===== config.mk =====
export PLATFORM = sky130hd
export DESIGN_NAME = mc_control
export DESIGN_NICKNAME = d
export VERILOG_FILES = /design/src/rtl/mc_pkg.sv /design/src/rtl/alu_control.sv /design/src/rtl/mc_control.sv
export SDC_FILE = /design/constraint.sdc
export NUM_CORES = 1
export LEC_CHECK = 0
export CORE_MARGIN = 2
export CORE_UTILIZATION = 50
export DETAILED_ROUTE_END_ITERATION = 16
export PLACE_DENSITY = 0.95
export SYNTH_ARGS = -nofsm -noshare
export SYNTH_HDL_FRONTEND = slang
export SYNTH_SLANG_ARGS = --single-unit

===== constraint.sdc =====
create_clock -name clock -period 7.8 [get_ports clock]
set_clock_uncertainty 0.15 [all_clocks]
set_input_delay 1.17 -clock clock [delete_from_list [all_inputs] [get_ports clock]]
set_output_delay 1.17 -clock clock [all_outputs]
set_load 0.02 [all_outputs]

===== src/rtl/mc_pkg.sv =====
`default_nettype none
// ============================================================================
// Module   : mc_pkg
// Purpose  : Shared encodings for the multi-cycle MIPS control unit: FSM
//            states, opcode/funct codes, ALU op codes and mux selects.
// Revision : 1.0  initial release
// ============================================================================
package mc_pkg;

  typedef enum logic [3:0] {
    ST_FETCH  = 4'd0,
    ST_DECODE = 4'd1,
    ST_MEMADR = 4'd2,
    ST_MEMRD  = 4'd3,
    ST_MEMWB  = 4'd4,
    ST_MEMWR  = 4'd5,
    ST_REXEC  = 4'd6,
    ST_RWB    = 4'd7,
    ST_BEQ    = 4'd8,
    ST_BNE    = 4'd9,
    ST_JUMP   = 4'd10,
    ST_ADDIEX = 4'd11,
    ST_ADDIWB = 4'd12
  } state_t;

  // Opcodes (IR[31:26])
  localparam logic [5:0] C_OP_RTYPE = 6'b000000;
  localparam logic [5:0] C_OP_LW    = 6'b100011;
  localparam logic [5:0] C_OP_SW    = 6'b101011;
  localparam logic [5:0] C_OP_BEQ   = 6'b000100;
  localparam logic [5:0] C_OP_BNE   = 6'b000101;
  localparam logic [5:0] C_OP_ADDI  = 6'b001000;
  localparam logic [5:0] C_OP_J     = 6'b000010;

  // R-type funct codes (IR[5:0])
  localparam logic [5:0] C_FN_AND = 6'b100100;
  localparam logic [5:0] C_FN_OR  = 6'b100101;
  localparam logic [5:0] C_FN_ADD = 6'b100000;
  localparam logic [5:0] C_FN_SUB = 6'b100010;
  localparam logic [5:0] C_FN_SLT = 6'b101010;
  localparam logic [5:0] C_FN_NOR = 6'b100111;

  // ALU operation codes, shared with the ALU itself
  localparam logic [3:0] C_ALU_AND = 4'b0000;
  localparam logic [3:0] C_ALU_OR  = 4'b0001;
  localparam logic [3:0] C_ALU_ADD = 4'b0010;
  localparam logic [3:0] C_ALU_SUB = 4'b0110;
  localparam logic [3:0] C_ALU_SLT = 4'b0111;
  localparam logic [3:0] C_ALU_NOR = 4'b1100;

  // ALU B-operand select
  localparam logic [1:0] C_SRCB_B      = 2'd0;
  localparam logic [1:0] C_SRCB_FOUR   = 2'd1;
  localparam logic [1:0] C_SRCB_IMM    = 2'd2;
  localparam logic [1:0] C_SRCB_IMM_SH = 2'd3;

  // PC source select
  localparam logic [1:0] C_PCSRC_ALU    = 2'd0;
  localparam logic [1:0] C_PCSRC_ALUOUT = 2'd1;
  localparam logic [1:0] C_PCSRC_JUMP   = 2'd2;

endpackage
`default_nettype wire


===== src/rtl/alu_control.sv =====
`default_nettype none
// ============================================================================
// Module   : alu_control
// Purpose  : Combinational R-type funct -> ALU op decode with an
//            unsupported-funct flag. Unknown functs fall back to add.
// Revision : 1.0  initial release
// ============================================================================
module alu_control (
  input  logic [5:0] funct,
  output logic [3:0] alu_op,
  output logic       unsupported
);
  import mc_pkg::*;

  // Map funct to ALU op; anything outside the supported set is flagged
  always_comb begin
    alu_op      = C_ALU_ADD;
    unsupported = 1'b0;
    case (funct)
      C_FN_AND: alu_op = C_ALU_AND;
      C_FN_OR:  alu_op = C_ALU_OR;
      C_FN_ADD: alu_op = C_ALU_ADD;
      C_FN_SUB: alu_op = C_ALU_SUB;
      C_FN_SLT: alu_op = C_ALU_SLT;
      C_FN_NOR: alu_op = C_ALU_NOR;
      default:  unsupported = 1'b1;
    endcase
  end

endmodule
`default_nettype wire


===== src/rtl/mc_control.sv =====
`default_nettype none
// ============================================================================
// Module   : mc_control
// Purpose  : Multi-cycle MIPS control FSM. Sequences fetch/decode/execute/
//            memory/write-back, drives datapath selects and strobes, flags
//            unsupported instructions and counts retired instructions.
// Revision : 1.0  initial release
// ============================================================================
module mc_control (
  input  logic        clock,
  input  logic        reset,
  input  logic [5:0]  opcode,
  input  logic [5:0]  funct,
  input  logic        zero,
  output logic        pc_en,
  output logic        iord,
  output logic        mem_read,
  output logic        mem_write,
  output logic        ir_write,
  output logic        mem_to_reg,
  output logic        reg_dst,
  output logic        reg_write,
  output logic        alu_src_a,
  output logic [1:0]  alu_src_b,
  output logic [3:0]  alu_op,
  output logic [1:0]  pc_src,
  output logic        illegal,
  output logic [31:0] instr_count
);
  import mc_pkg::*;

  state_t      state_q, state_d;
  logic [31:0] instr_count_q, instr_count_d;
  logic [3:0]  w_fn_alu_op;
  logic        w_fn_bad;
  logic        w_op_bad;
  logic        w_retire;

  alu_control u_alu_control (
    .funct       (funct),
    .alu_op      (w_fn_alu_op),
    .unsupported (w_fn_bad)
  );

  // Opcode legality check used in DECODE
  always_comb begin
    case (opcode)
      C_OP_RTYPE, C_OP_LW, C_OP_SW, C_OP_BEQ,
      C_OP_BNE, C_OP_ADDI, C_OP_J: w_op_bad = 1'b0;
      default:                     w_op_bad = 1'b1;
    endcase
  end

  // Next-state logic
  always_comb begin
    state_d = state_q;
    case (state_q)
      ST_FETCH:  state_d = ST_DECODE;
      ST_DECODE: begin
        case (opcode)
          C_OP_RTYPE:      state_d = ST_REXEC;
          C_OP_LW, C_OP_SW: state_d = ST_MEMADR;
          C_OP_BEQ:        state_d = ST_BEQ;
          C_OP_BNE:        state_d = ST_BNE;
          C_OP_ADDI:       state_d = ST_ADDIEX;
          C_OP_J:          state_d = ST_JUMP;
          default:         state_d = ST_FETCH;
        endcase
      end
      ST_MEMADR: state_d = (opcode == C_OP_SW) ? ST_MEMWR : ST_MEMRD;
      ST_MEMRD:  state_d = ST_MEMWB;
      ST_REXEC:  state_d = w_fn_bad ? ST_FETCH : ST_RWB;
      ST_ADDIEX: state_d = ST_ADDIWB;
      default:   state_d = ST_FETCH;
    endcase
  end

  // Retire counter: the final state of every legal instruction returns to FETCH
  always_comb begin
    case (state_q)
      ST_MEMWB, ST_MEMWR, ST_RWB, ST_BEQ,
      ST_BNE, ST_JUMP, ST_ADDIWB: w_retire = 1'b1;
      default:                    w_retire = 1'b0;
    endcase
    instr_count_d = instr_count_q + {31'd0, w_retire};
  end

  // State and counter registers; reset aborts any instruction in flight
  always_ff @(posedge clock or negedge reset) begin
    if (!reset) begin
      state_q       <= ST_FETCH;
      instr_count_q <= 32'd0;
    end else begin
      state_q       <= state_d;
      instr_count_q <= instr_count_d;
    end
  end

  // Moore output decode; pc_en, REXEC alu_op and illegal also look at inputs
  always_comb begin
    pc_en      = 1'b0;
    iord       = 1'b0;
    mem_read   = 1'b0;
    mem_write  = 1'b0;
    ir_write   = 1'b0;
    mem_to_reg = 1'b0;
    reg_dst    = 1'b0;
    reg_write  = 1'b0;
    alu_src_a  = 1'b0;
    alu_src_b  = C_SRCB_B;
    alu_op     = C_ALU_AND;
    pc_src     = C_PCSRC_ALU;
    illegal    = 1'b0;
    case (state_q)
      ST_FETCH: begin
        mem_read  = 1'b1;
        ir_write  = 1'b1;
        alu_src_b = C_SRCB_FOUR;
        alu_op    = C_ALU_ADD;
        pc_en     = 1'b1;
      end
      ST_DECODE: begin
        alu_src_b = C_SRCB_IMM_SH;
        alu_op    = C_ALU_ADD;
        illegal   = w_op_bad;
      end
      ST_MEMADR, ST_ADDIEX: begin
        alu_src_a = 1'b1;
        alu_src_b = C_SRCB_IMM;
        alu_op    = C_ALU_ADD;
      end
      ST_MEMRD: begin
        mem_read = 1'b1;
        iord     = 1'b1;
      end
      ST_MEMWR: begin
        mem_write = 1'b1;
        iord      = 1'b1;
      end
      ST_MEMWB: begin
        reg_write  = 1'b1;
        mem_to_reg = 1'b1;
      end
      ST_ADDIWB: reg_write = 1'b1;
      ST_REXEC: begin
        alu_src_a = 1'b1;
        alu_op    = w_fn_alu_op;
        illegal   = w_fn_bad;
      end
      ST_RWB: begin
        reg_write = 1'b1;
        reg_dst   = 1'b1;
      end
      ST_BEQ, ST_BNE: begin
        alu_src_a = 1'b1;
        alu_op    = C_ALU_SUB;
        pc_src    = C_PCSRC_ALUOUT;
        pc_en     = (state_q == ST_BEQ) ? zero : ~zero;
      end
      ST_JUMP: begin
        pc_src = C_PCSRC_JUMP;
        pc_en  = 1'b1;
      end
      default: ;
    endcase
  end

  assign instr_count = instr_count_q;

endmodule
`default_nettype wire


==> summary.md <==
| Metric | Value |
|---|---|
| Placed cells | `319` |
| Sequential fraction of the synthesis area | `between 40% and 50%` |
| Rows | `23` |
| Vias in the first global route | `between 1,500 and 2,000` |
| Area grow syn2layout | `37.28%` |
| Die width | `68.72 um` |
| Clock tree from TritonCTS | `built` |
| IO buf count | `64` |
| I/O pin total | `65` |
| Reg clk slew, reported paths | `approximately 60 ps` |
| Drt pass-1 iters | `6` |
| Core area | `4029 um2` |
| Post-CTS Hold Buffers | `0` |
| Initial antenna violation count | `0` |
| Power per cell area | `195.3 nW/um2` |
| Drt wl/cell | `around 15 um` |
| Net Switching | `0.1904 mW` |
| Tcrit/Tclk final | `between 50% and 60%` |
| Cells after Synth | `211` |
| DR vias | `between 1,500 and 2,000` |
| Leak | `between 1 and 1.5 nW` |
| Largest net degree at the start of global routing | `37` |
| Met2 WL post-DR | `approximately 2400 um` |
| Antenna fix cells | `0` |
| Peak supply drop | `between 0.15 and 0.2 mV` |
| Largest cells by area after synthesis | `dfrtp_1 43%, xnor2_1 9.6%, xor2_1 3.8%, nand3_1 3.3%, nand2_1 2.9%` |
| Vias per inst | `about 5.7` |
| Max Root-Sink Buffers | `2` |
| Hold WC Path Type | `flip-flop to flip-flop` |
| Global-route usage over all layers | `a little over a fifth` |
| DRC | `0` |
| Die height | `a little under 70 um` |
| Remaining antenna violation count | `0` |
| Setup violators final | `0` |
| Fin nets | `294` |
| Met3 WL | `362 um` |
| Sw Ratio | `~34%` |
| Top FF cell, synth | `dfrtp_1` |
| Final GP Congestion | `0.8776` |
| Post-synth top area share | `a little over two fifths` |
| Synth Cell Area | `between 2000 and 2500 um2` |
| Synthesized Nets | `about 230` |
| Layout Cells excl Fill | `roughly 330` |
| Crit path launch type | `input port` |
| DR top layer | `met4` |
| Clock sinks | `36` |
| CTS root buffer | `clkbuf_8` |
| Fmax | `about 0.22 GHz` |
| Status | `finished, final reports clean` |
| Starting DRT DRC Count | `95` |
| Initial Util | `between 50% and 60%` |
| WP data arrival | `around 3200 ps` |
| Number of H-tree levels | `2` |
| Clk_lat worst skew | `approximately 280 ps` |
| Cts repair resizes | `0` |
| Post-synth cell types | `45` |
| Number of setup buffers added after CTS | `0` |
| Fillcell total | `~300` |
| Synth Register Bits | `36` |
| First-pass GRT wire length | `7734 um` |
| Hold_ws | `approximately 340 ps` |
| Async S/R FF share, synth | `100.0%` |
| Share of cells above drive strength 1 | `7.246%` |
| Clock network power share | `between 20% and 30%` |
| Part of the power in registers | `approximately 42%` |
| Mean post-synth cell area | `9.927 um2` |
| Number of synthesized flops with an enable pin | `0` |
| Power after layout | `between 0.5 and 0.6 mW` |
| TritonCTS buffer count | `5` |
| GRT overflow | `0` |
| Final slew viol count | `0` |
| Sum Neg Setup Slack | `0 ps` |
| Total Wirelength | `4783 um` |
| Final HPWL from detailed placement | `~3600 um` |
| CP required | `6480 ps` |
| RSZ-0062 raised after global routing | `false` |
| Metal-1 WL | `between 1500 and 2000 um` |
| CP endpoint kind | `output pin` |
| Final min period | `between 4000 and 5000 ps` |
| Max Cap Violations | `0` |
| Post-synth top area cell | `dfrtp_1` |
| Final hold viol count | `0` |
| Combinational Power Share | `32.9%` |
| Die area | `4722 um2` |
| Tightest Pin Transition | `between 500 and 600 ps` |
| Synth warnings | `0` |
| Internal cell power | `between 0.3 and 0.4 mW` |
| Kind of critical path | `input port to output pin` |
| Worst relative slew slack | `about 63%` |
| Crit-path max FO | `8` |
[final cells by class]
cell class / count / area (um2) / area share, %
Inverter: 4 / 15.01 / 0.5222
Tap cell: 50 / 62.56 / 2.176
Sequential cell: 36 / 900.9 / 31.33
Clock buffer: 7 / 96.34 / 3.351
Multi-Input combinational cell: 164 / 1152 / 40.08
Timing Repair Buffer: 65 / 648.1 / 22.54
[state kept, by name, indices dropped and copies added, names as in the netlist]
signal / cells
state_q: 4
instr_count: 32
[path summary, 6_finish.rpt]
path	from	endpoint	slack (ps)	cells after the start
min reg2reg	instr_count[31]$_DFF_PN0_	instr_count[31]$_DFF_PN0_	340	1
max	opcode[3]	illegal	3240	5
min	instr_count[31]$_DFF_PN0_	instr_count[31]$_DFF_PN0_	340	1
max reg2reg	state_q[2]$_DFF_PN0_	instr_count[22]$_DFF_PN0_	4840	9
min in group asynchronous	reset	instr_count[14]$_DFF_PN0_	1150	2
max in group asynchronous	reset	instr_count[17]$_DFF_PN0_	6010	2
[per-layer routing]
layer	vias to the layer above	global-route usage, %
met1	898	24.82
li1	899	-
met3	8	6.981
met2	60	38.10
met4	0	7.598
met5	-	0
[cell usage after synthesis (3+ instances only)]
library cell,n
xor2_1,9
o21ai_0,7
nand3_2,3
clkbuf_1,7
nor2_1,14
inv_1,4
nand4_1,7
nand2_1,16
nor3_1,7
nor2b_1,3
ha_1,3
nor4_1,4
nand3_1,14
and3_1,9
dfrtp_1,36
nand2b_1,6
xnor2_1,23
[critical path, cell delays in order]
cell and delay, ps:
clkdlybuf4s50_1 520, or4b_1 550, a211o_1 290, a31o_1 180, clkdlybuf4s50_1 530
[stage by stage]
| stage | instance area [um2] | utilization, % | worst slack (ps) |
|---|---|---|---|
| finish | 2875 | 71.37 | 3243 |
| global route | 2875 | 71.37 | 3170 |
| floorplan | 2095 | - | 4291 |
| global placement | 2779 | 68.98 | 3288 |
| detailed placement | 2779 | 68.98 | 3239 |
| CTS | 2875 | 71.37 | 3236 |
[cells by family after synthesis]
family / after synthesis / synth area share [%]
multiplexers: 1 / 0.5376
buffers and inverters: 11 / 1.971
AND/OR/NAND/NOR: 100 / 29.93
AO/OA/AOI/OAI: 28 / 9.379
flip-flops: 36 / 43.01
XOR/XNOR: 32 / 13.38
adder cells (fa/ha/maj): 3 / 1.792
[power by group through the flow]
stage | Sequential [mW] | Combinational [mW] | Clock (mW)
finish | 0.237 | 0.185 | 0.139
global placement | 0.239 | 0.182 | 0
CTS | 0.237 | 0.187 | 0.143
detailed placement | 0.240 | 0.186 | 0
floorplan | 0.234 | 0.0992 | 0
global route | 0.241 | 0.199 | 0.151
[cells in the final DEF (no fill, tap or decap), drive strengths merged, types with 7 or more instances in the layout]
cell type,synthesis,final
clkdlybuf4s50,0,64
clkbuf,7,7
nor2,14,14
nand4,10,10
xor2,9,9
xnor2,23,23
nand2,16,16
dfrtp,36,36
nor4,7,7
nand3,17,17
o21ai,8,8
and3,9,9
nor3,8,8
No activity file was read; power rests on OpenSTA's default activity.
